[src/rtl/register_exchange_unit.sv]
// register_exchange_unit: bank of NUM_REGS x WIDTH registers with load, swap,
// clear and a multi-cycle rotate engine behind a valid/ready command port.
`default_nettype none

module register_exchange_unit #(
   parameter int WIDTH    = 8,
   parameter int NUM_REGS = 4,
   parameter int IDX_W    = 2
) (
   input  logic                      clock,
   input  logic                      reset,
   input  logic                      cmd_valid,
   output logic                      cmd_ready,
   input  logic [2:0]                cmd_op,
   input  logic [IDX_W-1:0]          cmd_idx_a,
   input  logic [IDX_W-1:0]          cmd_idx_b,
   input  logic [IDX_W-1:0]          cmd_amount,
   input  logic [WIDTH-1:0]          cmd_data,
   output logic [NUM_REGS*WIDTH-1:0] regs_flat,
   output logic                      busy,
   output logic                      done,
   output logic                      error
);

   localparam logic [2:0] OP_NOP   = 3'd0;
   localparam logic [2:0] OP_LOAD  = 3'd1;
   localparam logic [2:0] OP_SWAP  = 3'd2;
   localparam logic [2:0] OP_ROTL  = 3'd3;
   localparam logic [2:0] OP_ROTR  = 3'd4;
   localparam logic [2:0] OP_CLEAR = 3'd5;

   typedef enum logic [0:0] {
      IDLE   = 1'b0,
      ROTATE = 1'b1
   } state_t;

   state_t           state, next_state;
   logic [WIDTH-1:0] regs      [NUM_REGS];
   logic [WIDTH-1:0] next_regs [NUM_REGS];
   logic [WIDTH-1:0] rot_l     [NUM_REGS];
   logic [WIDTH-1:0] rot_r     [NUM_REGS];
   logic [IDX_W-1:0] remaining, next_remaining;
   logic             rot_left, next_rot_left;
   logic             next_done, next_error;
   logic             a_ok, b_ok, amt_ok;
   logic [WIDTH-1:0] val_a, val_b;

   assign cmd_ready = (state == IDLE);
   assign busy      = (state == ROTATE);

   for (genvar gi = 0; gi < NUM_REGS; gi++) begin : g_flat
      assign regs_flat[gi*WIDTH +: WIDTH] = regs[gi];
   end

   always_ff @(posedge clock or posedge reset) begin
      if (reset) begin
         state     <= IDLE;
         remaining <= '0;
         rot_left  <= 1'b0;
         done      <= 1'b0;
         error     <= 1'b0;
         for (int i = 0; i < NUM_REGS; i++) regs[i] <= '0;
      end else begin
         state     <= next_state;
         remaining <= next_remaining;
         rot_left  <= next_rot_left;
         done      <= next_done;
         error     <= next_error;
         regs      <= next_regs;
      end
   end

   always_comb begin
      next_state     = state;
      next_regs      = regs;
      next_remaining = remaining;
      next_rot_left  = rot_left;
      next_done      = 1'b0;
      next_error     = 1'b0;
      a_ok           = (int'(cmd_idx_a) < NUM_REGS);
      b_ok           = (int'(cmd_idx_b) < NUM_REGS);
      amt_ok         = (int'(cmd_amount) < NUM_REGS);
      val_a          = '0;
      val_b          = '0;
      // Single-step rotations of the pre-edge bank; every update reads old values only.
      for (int i = 0; i < NUM_REGS; i++) begin
         rot_l[i] = regs[(i + NUM_REGS - 1) % NUM_REGS];
         rot_r[i] = regs[(i + 1) % NUM_REGS];
         if (int'(cmd_idx_a) == i) val_a = regs[i];
         if (int'(cmd_idx_b) == i) val_b = regs[i];
      end

      case (state)
         IDLE: begin
            if (cmd_valid) begin
               case (cmd_op)
                  OP_NOP: ;
                  OP_LOAD: begin
                     if (a_ok) begin
                        for (int i = 0; i < NUM_REGS; i++)
                           if (int'(cmd_idx_a) == i) next_regs[i] = cmd_data;
                        next_done = 1'b1;
                     end else begin
                        next_error = 1'b1;
                     end
                  end
                  OP_SWAP: begin
                     if (a_ok && b_ok) begin
                        for (int i = 0; i < NUM_REGS; i++) begin
                           if (int'(cmd_idx_a) == i) next_regs[i] = val_b;
                           if (int'(cmd_idx_b) == i) next_regs[i] = val_a;
                        end
                        next_done = 1'b1;
                     end else begin
                        next_error = 1'b1;
                     end
                  end
                  OP_ROTL, OP_ROTR: begin
                     if (!amt_ok) begin
                        next_error = 1'b1;
                     end else if (cmd_amount == '0) begin
                        next_done = 1'b1;
                     end else begin
                        if (cmd_op == OP_ROTL) next_regs = rot_l;
                        else                   next_regs = rot_r;
                        next_rot_left  = (cmd_op == OP_ROTL);
                        next_remaining = cmd_amount - IDX_W'(1);
                        if (cmd_amount == IDX_W'(1)) next_done  = 1'b1;
                        else                         next_state = ROTATE;
                     end
                  end
                  OP_CLEAR: begin
                     for (int i = 0; i < NUM_REGS; i++) next_regs[i] = '0;
                     next_done = 1'b1;
                  end
                  default: next_error = 1'b1;
               endcase
            end
         end
         ROTATE: begin
            if (rot_left) next_regs = rot_l;
            else          next_regs = rot_r;
            next_remaining = remaining - IDX_W'(1);
            if (remaining == IDX_W'(1)) begin
               next_state = IDLE;
               next_done  = 1'b1;
            end
         end
         default: next_state = IDLE;
      endcase
   end

endmodule

`default_nettype wire

[config.mk]
export PLATFORM = sky130hd
export DESIGN_NAME = register_exchange_unit
export DESIGN_NICKNAME = d
export VERILOG_FILES = /design/src/rtl/register_exchange_unit.sv
export SDC_FILE = /design/constraint.sdc
export NUM_CORES = 1
export LEC_CHECK = 0
export ABC_CLOCK_PERIOD_IN_PS = 3800
export CORE_MARGIN = 4
export CORE_UTILIZATION = 61
export DETAILED_ROUTE_END_ITERATION = 7
export MAX_ROUTING_LAYER = met4
export PLACE_DENSITY = 0.92
export SLEW_MARGIN = 5
export SYNTH_ARGS = -nofsm -noshare
export SYNTH_HDL_FRONTEND = slang
export SYNTH_SLANG_ARGS = --single-unit
[constraint.sdc]
create_clock -name clock -period 3.8 [get_ports clock]
set_input_delay 0.76 -clock clock [delete_from_list [all_inputs] [get_ports clock]]
set_output_delay 0.76 -clock clock [all_outputs]
set_load 0.05 [all_outputs]
[Word level (Yosys, flattened, before mapping)]
Cells that the tools add are included.
Storage, ports and cells
  bits in writable memories: 0
  register bits after elaboration: 38
  word-level logic and storage cells: 97
  input port bits: 20
  bits in latches: 0
  memories: 0
  memory bits (read-only): 0
Operators by class
  equality and inequality tests: 26
  shift operators: 0
  div/mod/pow operators: 0
  magnitude comparators: 0
  mux-type cells: 45
  multiply operators: 0
  bitwise logic cells: 2
  add/sub/neg operators: 2
  reduce and logical (&&, ||, !) cells: 13
Operators with widths (number)
  $mux 8: 20
  $mux 32: 4
  $pmux 32 s4: 1
  $pmux 32 s2: 1
  $reduce_and 5->1: 4
  $ne 4x4->1 const B: 4
  $ne 3x3->1 const B: 5
  $mux 1: 12
  $eq 2x1->1 const B: 4
  $eq 2x2->1 const B: 4
  $eq 3x2->1 const B: 2
  $eq 3x3->1 const B: 2
  $logic_not 2->1: 3
  $mux 2: 3
  $pmux 1 s2: 3
  $reduce_or 6->1: 1
  $ne 5x1->1 const B: 1
  $ne 2x2->1 const B: 2
  $pmux 2 s2: 1
  $reduce_and 4->1: 1
  $sub 2x1->2 const B: 2
  $eq 3x1->1 const B: 1
  $logic_not 3->1: 1
  $reduce_and 3->1: 1
  other kinds (4): 5

[Depth between registers and ports, before layout]
Gate-level depths: netlist (run 1).
  word-level depth: 10
  mapped depth: 9
  depth with buffers taken out: 7

[Least setup slack after synthesis (run 1)]
OpenSTA, ideal clock, no wires.
  path kind: in2reg
  start: input port cmd_op[1]
  end: register regs, in the netlist regs_flat[26]
  stages: 8
  setup slack: 1521 ps
  data arrival time: 2158 ps
  setup time: 121 ps
  cells stage by stage: ha_1 -> buf_2 -> nand2b_1 -> or2_2 -> clkbuf_1 -> nand2_1 -> o211ai_1 -> a22o_1
On the way
  word-level cells in the longest chain between the ends: 6
  elaborated cells on any way between the ends: 16
  classes of those cells: 9 x eq/ne; 5 x mux; 2 x reduce/logical
RTL lines
  from (decl): RTL line 14  | input logic [2:0] cmd_op,
  $eq 3x2->1: RTL line 96, 124
  $mux 32: RTL line 124  | if (cmd_op == OP_ROTL) next_regs = rot_l;
  $mux 32: RTL line 121  | end else if (cmd_amount == '0) begin
  $pmux 32 s4: RTL line 96  | case (cmd_op)
  $mux 32: RTL line 95  | if (cmd_valid) begin
  $pmux 32 s2: RTL line 93  | case (state)
  to (signal assigned): RTL line 69  | regs <= next_regs;
  to (decl): RTL line 38  | logic [WIDTH-1:0] regs [NUM_REGS];
Parallel ways exist; a longest one is shown, timed or not. The select of a mux whose other input is x is not followed.
A chain may end at the register's enable or synchronous reset.

[Final worst setup path (run 1)]
  start: input port cmd_op[2]
  end: register regs, in the netlist regs_flat[29]
Same word-level chain as after synthesis.

==> run metrics, run 1 <==
via-per-instance ratio 7.56; final setup violation count 0; VDD IR max ~0.00075 V; mean post-synth cell area 8.54 sq um; hold endpoint remaining[0]; GR Overflow Total 0; Hold Crit Class register to register; Max transition margin 0.479; sw frac 0.550; YS warnings 0; Boundary Pins 56; cts bufs inserted 5; status completed; global-route wire length before repair between 20,000 and 25,000 um; count of cell types in the netlist 46; Synth top area share 0.239; Die Y 88.8 um; crit start category primary input; Reg2Reg Depth 6; R2R Setup Slk roughly 1.5 ns; DR pass1 iterations 6; Leakage 1.87 nW; Least-Margin Pin Slew 0.781 ns; Comb pwr share 0.658; Post-Syn Area 3980 sq um; worst r2r dst regs_flat[29]; sequential area share after synthesis 0.239; RSZ-0062 raised after global routing false; initial antenna violation count 0; Synth area leader dfrtp_1; clock share of power 0.076; share of cells above drive strength 1 0.0982; sequential share of power 0.267; Final #Nets 523; worst r2r src busy; hold_buf cts 0; PD cells 794 nW/um^2; fraction of registers with async set/reset 1.00; Net Count, Synth roughly 500; ranking of synthesized cells by area dfrtp_1, mux2i_1, a22o_1; post-route clock skew slightly above 0.006 ns; NetSw 0.00200 W; Worst EP arrival roughly 3.3 ns; GPL Wtd Cong 0.943; clock slew at reported path FFs about 0.08 ns; Max Freq 0.327 GHz; Initial DRC Count 708; CP Capture Type register; via count 4,353; buffers added on ports 55; setup TNS 0 ns; CTS tree built; most frequent cell after synthesis mux2i_1; Core Region 6350 sq um; pin count of the biggest net entering global routing 51; post-route minimum period about 3.1 ns; Hold Startpoint remaining[0]; htree depth 2; CP max FO 10; P&R area growth vs syn 15.3%; Die Span X 88.8 um; Slew Viols, Final 0; ANT nets after route 0; Internal 0.00164 W; WHS 0.510 ns; post-CTS setup buffers 0; Skew-Pair Late Insertion Delay a little under 0.3 ns; clk sinks 38; row cnt 29; clk root buf clkbuf_8; # Max-Cap Violations 0; crit path kind primary input to register; synth cell count leaders mux2i_1, a22o_1, nand2_1; FF+latch count, synth 38; drt wl/cell about 22 um; Primary FF master, synth dfrtp_1; Min-Delay Path Depth 1; CTS resizes 0; number of diodes 0; Longest Clk Path Bufs 2; Hold Violations, Final 0; die area 7880 sq um; gr usage total 0.341; HPWL Detailed 8440 um; vias in the first global route 4,156; Post-synth EDFFs 0; initial core utilization 0.626; # DRC 0; final WL 12,900 um; period utilisation layout 0.806; post-synthesis cell count 466; CP required 3.99 ns
[per-stage QoR]
stage	util	cell area (sq um)	total power, W	worst slack, ns	cells
after floorplan	-	3980	0.00264	1.52	466
after global placement	0.710	4510	0.00324	0.607	569
after detailed placement	0.710	4510	0.00331	0.525	569
after CTS	0.722	4580	0.00359	0.811	576
after global routing	0.722	4580	0.00383	0.605	576
final	0.722	4580	0.00364	0.737	576
[worst max-delay path by stage]
stage,from,endpoint,slack (ns),cells past startpoint
5_1_grt,cmd_op[2],regs_flat[29],0.61,7
3_5_place_dp,cmd_op[2],regs_flat[29],0.52,7
6_report,cmd_op[2],regs_flat[29],0.74,7
3_3_place_gp,cmd_op[2],regs_flat[29],0.61,7
4_1_cts,cmd_op[2],regs_flat[29],0.81,7
2_1_floorplan,cmd_op[1],regs_flat[26],1.52,8
[state kept, by name, indices dropped and copies added, names as in the netlist]
name       cells
done           1
busy           1
remaining      2
error          1
regs_flat     32
rot_left       1
[per-layer routing]
metal  GRT usage  vias to the layer above  part of all wire  routed length [um]
li1            -                     1865                 -                   -
met1       0.438                     1979              0.37                4800
met2       0.502                      411              0.45                5750
met3      0.0605                       98              0.13                1680
met4       0.198                        0             0.049                 633
met5           -                        -                 0                   0
[layout by cell type (no fill, tap or decap), drive strengths merged, types with 10 or more instances in the layout]
cell type      netlist  layout
mux2i               60      60
clkdlybuf4s50        0      55
a22o                49      49
nand2               45      45
dfrtp               38      38
a21oi               36      36
a22oi               30      30
o21ai               26      26
buf                 31      22
nand3               20      20
nor2                15      15
o22ai               10      10
[cells by family (layout without fill, tap and decap cells)]
kind of cell             count (synthesis)  after routing  synth area share
AO/OA/AOI/OAI                          186            186             0.331
AND/OR/NAND/NOR                        109            109             0.136
multiplexers                            70             70             0.202
buffers and inverters                   59             92            0.0799
flip-flops                              38             38             0.239
adder cells (fa/ha/maj)                  4              4            0.0126
[power by group through the flow]
stage                     Combinational [W]  Sequential [W]  Clock (W)
after global placement              0.00230        0.000945          0
final                               0.00239        0.000970   0.000276
after global routing                0.00254         0.00101   0.000293
after floorplan                     0.00131         0.00133          0
after detailed placement            0.00235        0.000958          0
after CTS                           0.00237        0.000950   0.000274
[layout make-up]
class	count	area, sq um
Sequential cell	38	951
Clock buffer	7	76.3
Timing Repair Buffer	77	716
Tap cell	77	96.3
Inverter	8	30.0
Multi-Input combinational cell	369	2720
Fill cell	486	1770
[critical path: stages]
cell and delay [ns]:
clkdlybuf4s50_1 0.57, ha_1 0.53, nand2b_1 0.26, or2_2 0.45, nand2_1 0.30, o211ai_1 0.17, a22o_1 0.20
(Power assumes the default switching activity.)
==> inputs of run 2 (changes only) <==
Settings changed: ABC_CLOCK_PERIOD_IN_PS 3800 to 2600, CORE_UTILIZATION 61 to 51, PLACE_DENSITY 0.92 to 0.82.
Clock period 3.8 ns to 2.6 ns, I/O delays scaled along.
==> run 2 against run 1 <==
Clock-buffer cell count is the same. Cell count rose by 6.6%. Clock power is 62% higher. Register-to-register slack worse by 0.74 ns. Global-route usage decreased by 5.0 points. Flip-flop and latch count unchanged. Power grew 49%. Critical path type unchanged. Critical endpoint is now regs_flat[13]. Highest routed layer unchanged.
==> run metrics, run 2 (same netlist as run 1, synthesis figures left out) <==
status completed; most common cell after layout, fill and taps aside mux2i_1; Final #Nets 538 (+2.9%); VDD IR max 0.000685 V (-8.2%); Worst EP arrival 2.65 ns (-0.60 ns); Critical Path, Cell by Cell clkdlybuf4s50_1, ha_1, nand4bb_1, nor2_1, a22oi_1, nand3_1, a22o_1; Internal 0.00250 W (+53%); DR WL met3 1200 um (-28%); CP Capture Type register; vias in the first global route 4,060 (-2.3%); Initial DRC Count 568 (-20%); row cnt 31 (+6.9%); Reg2Reg Depth 6 (unchanged); Leakage 1.98 nW (+5.8%); Max transition margin 0.477 (-0.00231); gr usage total 0.291 (-0.0499); Hold Violations, Final 0 (unchanged); final worst slack 0.193 ns (-0.545 ns); period utilisation layout 0.926; CP Depth 7 (unchanged); initial antenna violation count 0 (unchanged); Least-Margin Pin Slew 0.782 ns (+0.000581 ns); post-CTS setup buffers 0 (unchanged); CP max stage delay 0.65 ns (+0.08 ns); clk root buf clkbuf_8; # DRC 0 (unchanged); max reg flops 32 (unchanged); CTS resizes 0 (unchanged); via count 4,219 (-3.1%); crit path buf inv count 1 (unchanged); Top Metal Used met4; global-route wire length before repair 20,800 um (+2.2%); final setup violation count 0 (unchanged); Core Region 7410 sq um (+17%); CTS tree built; largest delay contributor family on the critical path simple AND/OR/NAND/NOR gates; crit start category primary input; Die Span X 96.3 um (+8.5%); sw frac 0.539 (-0.0115); DR WL met2 5970 um (+3.9%); initial core utilization 0.537 (-0.0895); buffers added on ports 55 (unchanged); crit path kind primary input to register; final WL 12,700 um (-0.88%); hold_buf cts 0 (unchanged); cts bufs inserted 5 (unchanged); sequential share of power 0.261 (-0.006); ANT nets after route 0 (unchanged); GPL Wtd Cong 0.972 (+3.1%); post-route minimum period 2.41 ns; htree depth 2 (unchanged); Hold Crit Class register to register; filler-free cell count of the finished design 614 (+6.6%); clock slew at reported path FFs 0.08 ns (about the same); clk sinks 38 (unchanged); die area 9280 sq um (+18%); CP required 2.84 ns (-1.15 ns); via-per-instance ratio 6.87 (-9.1%); sequential cell area 951 sq um (unchanged); Max Freq 0.415 GHz; Die Y 96.3 um (+8.5%); drt wl/cell 20.8 um (-7.0%); Comb pwr share 0.657 (about the same); CP max FO 7 (-3); Area after DPL 4710 sq um (+4.4%); share of cells above drive strength 1 0.132 (+0.0338); Slew Viols, Final 0 (unchanged); crit path from cmd_op[1]; Boundary Pins 56 (unchanged); post-route clock skew 0.00654 ns (+0.000494 ns); Fill cells 605 (+24%); Longest Clk Path Bufs 2 (unchanged); P&R area growth vs syn 20.6%; dpl ws -0.0507 ns (-0.575 ns); # Max-Cap Violations 0 (unchanged); clock share of power 0.082 (+0.006); footprint of the multi-input gates 2720 sq um (unchanged); DRT met1 WL 5210 um (+8.6%); pin count of the biggest net entering global routing 39 (-24%); placed cells 606 (+6.5%); GR Overflow Total 0 (unchanged); RSZ-0062 raised after global routing false; worst r2r src busy; number of diodes 0 (unchanged); Skew-Pair Late Insertion Delay 0.30 ns (about the same); PD cells 1130 nW/um^2 (+43%); R2R Setup Slk 0.73 ns (-0.74 ns); area of all placed cells without fillers 4800 sq um (+4.6%); NetSw 0.00293 W (+46%); crit path to regs_flat[13]; critical path's slowest cell nor2_1; worst r2r dst regs_flat[28]; DR pass1 iterations 6 (unchanged); HPWL Detailed 8560 um (+1.4%); commonest non-fill, non-tap cells in the layout mux2i_1, clkdlybuf4s50_1, a22o_1, nand2_1, dfrtp_1
-- run 2: per-stage QoR --
stage / TNS [ns] / utilization / total power [W] / hold slack [ns]
after floorplan: 0 / - / 0.00385 / 0.468
after global placement: 0 / 0.635 / 0.00485 / 0.487
after detailed placement: -0.141 / 0.635 / 0.00494 / 0.500
after CTS: 0 / 0.648 / 0.00540 / 0.513
after global routing: 0 / 0.648 / 0.00577 / 0.537
final: 0 / 0.648 / 0.00543 / 0.509
-- run 2: how the worst min path moves through the flow --
stage,start,to,cells after the start
after floorplan,remaining[0],remaining[0],1
after global placement,remaining[0],remaining[0],1
after detailed placement,remaining[0],remaining[0],1
after CTS,remaining[0],remaining[0],1
after global routing,remaining[0],remaining[0],1
final,remaining[0],remaining[0],1
-- run 2: routing by layer --
metal / up-vias / GRT usage
met5: - / -
met4: 0 / 0.134
met3: 43 / 0.0383
met2: 283 / 0.434
met1: 1991 / 0.393
li1: 1902 / -
-- run 2: area by class of cell --
class / instances / share of cell area
clock buffers: 7 / 0.0180
clock inverters: 1 / 0.00104
inverters: 8 / 0.00626
multi-input cells: 369 / 0.566
flip-flops and latches: 38 / 0.198
well taps: 99 / 0.0258
repair buffers: 92 / 0.185
-- run 2: power groups by stage --
| stage | logic [W] | registers [W] | clock network, W |
|---|---|---|---|
| after global placement | 0.00347 | 0.00138 | 0 |
| final | 0.00357 | 0.00142 | 0.000447 |
| after floorplan | 0.00191 | 0.00194 | 0 |
| after CTS | 0.00355 | 0.00139 | 0.000456 |
| after global routing | 0.00382 | 0.00147 | 0.000475 |
| after detailed placement | 0.00353 | 0.00140 | 0 |
-- run 2: worst reg2reg max path, cell delays in order (launching register included) --
cell and delay (ns):
dfrtp_1 0.46, buf_4 0.32, inv_2 0.15, nand2_1 0.36, nor2_1 0.07, a211oi_1 0.27, a22o_1 0.18
==> inputs of run 3 (changes only) <==
Settings changed: CAP_MARGIN set to 20, REMOVE_ABC_BUFFERS set to 1.
==> run 3 against run 2 <==
Wire length grew 4.1%. First-iteration DRC count is 18% lower. Critical path depth stayed put. Global-route usage rose by 0.96 points. Sequential share of layout area barely moved. Via count up 1.6%. Power rose by 0.53%. Fmax is 1.2% higher. Cell area grew 0.16%. Worst setup slack improved by 0.028 ns. Clock-buffer cell count down 1. Core utilization rose by 0.10 points.
==> run metrics, run 3 (same netlist as run 1, synthesis figures left out) <==
Initial DRC Count 465 (-18%); vias in the first global route 4,181 (+3.0%); CTS resizes 0 (unchanged); final worst slack 0.221 ns (+0.0279 ns); Skew-Pair Late Insertion Delay 0.30 ns (about the same); gr usage total 0.301 (+0.00957); Least-Margin Pin Slew 0.834 ns (+0.0522 ns); VDD IR max 0.000614 V (-10%); Max transition margin 0.443 (-0.0340); HPWL Detailed 8890 um (+3.9%); Core Region 7410 sq um (unchanged); initial antenna violation count 0 (unchanged); sw frac 0.546 (+0.00753); Reg2Reg Depth 5 (-1); cts bufs inserted 5 (unchanged); Hold Crit Class register to register; status completed; via count 4,288 (+1.6%); number of diodes 0 (unchanged); htree depth 2 (unchanged); area of all placed cells without fillers 4800 sq um (+0.16%); global-route wire length before repair 21,200 um (+2.0%); Die Span X 96.3 um (unchanged); final setup violation count 0 (unchanged); GR Overflow Total 0 (unchanged); max reg flops 32 (unchanged); clock share of power 0.080 (-0.002); DR pass1 iterations 7 (+1); drt wl/cell 21.4 um (+3.3%); crit start category primary input; die area 9280 sq um (unchanged); GPL Wtd Cong 0.937 (-3.6%); Die Y 96.3 um (unchanged); R2R Setup Slk 0.61 ns (-0.12 ns); post-CTS setup buffers 0 (unchanged); post-route clock skew 0.00794 ns (+0.00140 ns); Boundary Pins 56 (unchanged); Longest Clk Path Bufs 2 (unchanged); filler-free cell count of the finished design 619 (+0.81%); Internal 0.00248 W (-1.1%); via-per-instance ratio 6.93 (+0.81%); Hold Startpoint remaining[0]; buffers added on ports 55 (unchanged); hold endpoint remaining[0]; Max Freq 0.420 GHz (+1.2%); Min-Delay Path Depth 1 (unchanged); most common cell after layout, fill and taps aside mux2i_1; CP max FO 7 (unchanged); sequential share of power 0.266 (+0.005); period utilisation layout 0.915 (-0.0107); Power Total 0.00546 W (+0.53%); final WL 13,300 um (+4.1%); Leakage 1.98 nW (+0.42%); PD cells 1140 nW/um^2 (+0.37%); clock slew at reported path FFs 0.09 ns (about the same); commonest non-fill, non-tap cells in the layout mux2i_1, clkdlybuf4s50_1, a22o_1, nand2_1, buf_4; share of cells above drive strength 1 0.140 (+0.00835); Area after DPL 4720 sq um (+0.27%); CP Capture Type register; row cnt 31 (unchanged); clk sinks 38 (unchanged); placed cells 611 (+0.83%); P&R area growth vs syn 20.8%; dpl ws -0.0266 ns (+0.0241 ns); Final #Nets 543 (+0.93%); crit path kind primary input to register; clk root buf clkbuf_8; initial core utilization 0.537 (unchanged); RSZ-0062 raised after global routing false; CP required 2.84 ns (about the same); NetSw 0.00298 W (+1.9%); CTS tree built; post-route minimum period 2.38 ns (-0.0279 ns); # DRC 0 (unchanged); Final Core Density 0.649 (+0.00101); Comb pwr share 0.654 (-0.003); ANT nets after route 0 (unchanged); worst r2r dst regs_flat[27]; Hold Violations, Final 0 (unchanged); # Max-Cap Violations 0 (unchanged); hold_buf cts 0 (unchanged); pin count of the biggest net entering global routing 39 (unchanged); Slew Viols, Final 0 (unchanged); Worst EP arrival 2.61 ns (-0.04 ns); worst r2r src busy
==> run 3: cell types whose count changed in the layout (fill, tap and decap cells not counted), sizes merged <==
| cell | delta |
|---|---|
| clkbuf | -1 |
| buf | +5 |
| clkinv | +1 |
==> run 3: through the flow <==
step	hold slack [ns]	TNS, ns
after CTS	0.515	0
after global routing	0.564	0
after floorplan	0.468	0
final	0.508	0
after detailed placement	0.503	-0.0610
after global placement	0.489	0
==> run 3: worst max-delay path by stage <==
stage,endpoint,depth (start not counted),slack (ns),startpoint
after floorplan,regs_flat[1],6,0.09,cmd_op[1]
after global placement,regs_flat[23],8,0.03,cmd_op[1]
after detailed placement,regs_flat[28],8,-0.03,cmd_amount[0]
after CTS,regs_flat[28],8,0.28,cmd_amount[0]
after global routing,regs_flat[17],8,0.10,cmd_amount[0]
final,regs_flat[15],7,0.22,cmd_op[1]
==> run 3: worst max-delay path, stage by stage <==
cell             delay, ns
clkdlybuf4s50_1       0.43
ha_1                  0.32
nand4bb_1             0.20
nor2_1                0.66
a22oi_1               0.20
nand3_1               0.15
a22o_1                0.14
==> run 3: power groups by stage <==
stage | Clock [W] | Sequential (W) | Combinational (W)
2_1_floorplan | 0 | 0.00218 | 0.00153
3_3_place_gp | 0 | 0.00141 | 0.00347
3_5_place_dp | 0 | 0.00144 | 0.00353
4_1_cts | 0.000435 | 0.00142 | 0.00355
5_1_grt | 0.000462 | 0.00150 | 0.00382
6_report | 0.000437 | 0.00145 | 0.00357
==> run 3: layout make-up <==
| cell class | count | area [sq um] |
|---|---|---|
| inverters | 8 | 30.0 |
| repair buffers | 97 | 898 |
| flip-flops and latches | 38 | 951 |
| clock buffers | 6 | 72.6 |
| multi-input cells | 369 | 2720 |
| fillers | 604 | 2600 |
| clock inverters | 2 | 13.8 |
| well taps | 99 | 124 |
==> run 3: layer usage <==
metal / global-route usage / wire length, um / part of all wire
met1: 0.388 / 5370 / 0.40
met5: - / 0 / 0
met3: 0.0563 / 1350 / 0.10
met2: 0.463 / 6100 / 0.46
met4: 0.126 / 451 / 0.034
==> edit (flow settings as in run 3) <==
The parameter `NUM_REGS` goes from 4 to 8.
--- a/src/rtl/register_exchange_unit.sv
+++ b/src/rtl/register_exchange_unit.sv
@@ -5,5 +5,5 @@
 module register_exchange_unit #(
    parameter int WIDTH    = 8,
-   parameter int NUM_REGS = 4,
+   parameter int NUM_REGS = 8,
    parameter int IDX_W    = 2
 ) (
Ports: changed (resized regs_flat); port bits go from 56 to 88. No check against the original RTL was run, so the function may have changed too.
==> edit against run 3 <==
Final area up 60%. Synthesized cell count up 52%. Combinational power up 38%. Power up 53%. Wire length up 63%. Worst setup slack worse by 0.036 ns. Area after synthesis up 55%. Count of clock-buffer cells in the layout up 5. Sequential cell count up 32. Critical path type is now flop to primary output. Largest power group unchanged.
==> edit: results (changes against run 3) <==
* Grt met3 use at 5.19% (-0.44 points)
* Sw Share at 50.3% (-4.3 points)
* Outcome: complete, no violations
* Reg power frac at 25.6% (-1.0 points)
* Vias per cell at 6.98 (+0.77%)
* Routed length on met1 at 8.76 mm (+63%)
* Post-synthesis sequential area ratio at 28.5% (+4.6 points)
* Pre-Repair DR Iteration Count at 6 (-1)
* H-tree depth at 3 (+1)
* CP peak stage delay at 0.90 ns (+0.24 ns)
* Clk Latency, worst-skew pair at 0.35 ns (+0.05 ns)
* Gp weighted congestion at 1.06 (+13%)
* Post-Place Cell Area at 0.00739 mm² (+57%)
* Placed cells at 913 (+49%)
* First-pass GRT wire length at 34.8 mm (+64%)
* Total GRT Usage at 31.7% (+1.6 points)
* Post-synth top cells: nand2_1, dfrtp_1, a22oi_1
* Starting DRT DRC Count at 851 (+83%)
* Reg2Reg Depth at 4 (-1)
* Synth area leaders: dfrtp_1, a22o_1, a22oi_1
* Max FFs per register at 64 (+100%)
* Slowest stage cell, crit path: clkdlybuf4s50_1
* Worst vdd ir at 743 µV (+21%)
* Critical Path Fanout Max at 11 (+4)
* Met1 Usage GRT at 42.5% (+3.7 points)
* CP delay by family, top: buffers and inverters
* Routed wire per std cell at 23.3 µm (+8.8%)
* Worst min path class: primary input to async pin
* P_clk at 1.28 mW (+190%)
* Synthesized area per cell at 8.70 µm² (+1.9%)
* Reg-to-Reg End: regs_flat[36]$_DFFE_PP0P_
* Final nets at 805 (+48%)
* Met2 Use GR at 49.0% (+2.7 points)
* # fillers at 985 (+63%)
* Crit path DAT at 1.90 ns (-0.71 ns)
* Number of port buffers at 87 (+58%)
[edit: changes by cell type after synthesis, moves of 7 or more]
| cell | run 3 | this run |
|---|---|---|
| dfrtp_1 | 38 | 70 |
| mux2_2 | 2 | 34 |
| nand2_1 | 45 | 76 |
| a22oi_1 | 30 | 60 |
| o21ai_0 | 19 | 40 |
| mux2i_1 | 60 | 40 |
| buf_2 | 14 | 33 |
| clkbuf_1 | 20 | 39 |
| a211o_1 | 1 | 18 |
| a21oi_1 | 36 | 48 |
| a21o_1 | 3 | 12 |
| o2111ai_1 | 0 | 9 |
| a22o_1 | 49 | 56 |
| a31oi_1 | 2 | 9 |
[edit: area by class of cell]
type | instances | area (µm²) | area share [%]
Inverter | 10 | 37.5 | 0.488
Clock inverter | 5 | 58.8 | 0.764
Timing Repair Buffer | 155 | 1490 | 19.3
Clock buffer | 11 | 243 | 3.15
Multi-Input combinational cell | 535 | 3940 | 51.1
Sequential cell | 70 | 1750 | 22.8
Tap cell | 143 | 179 | 2.32
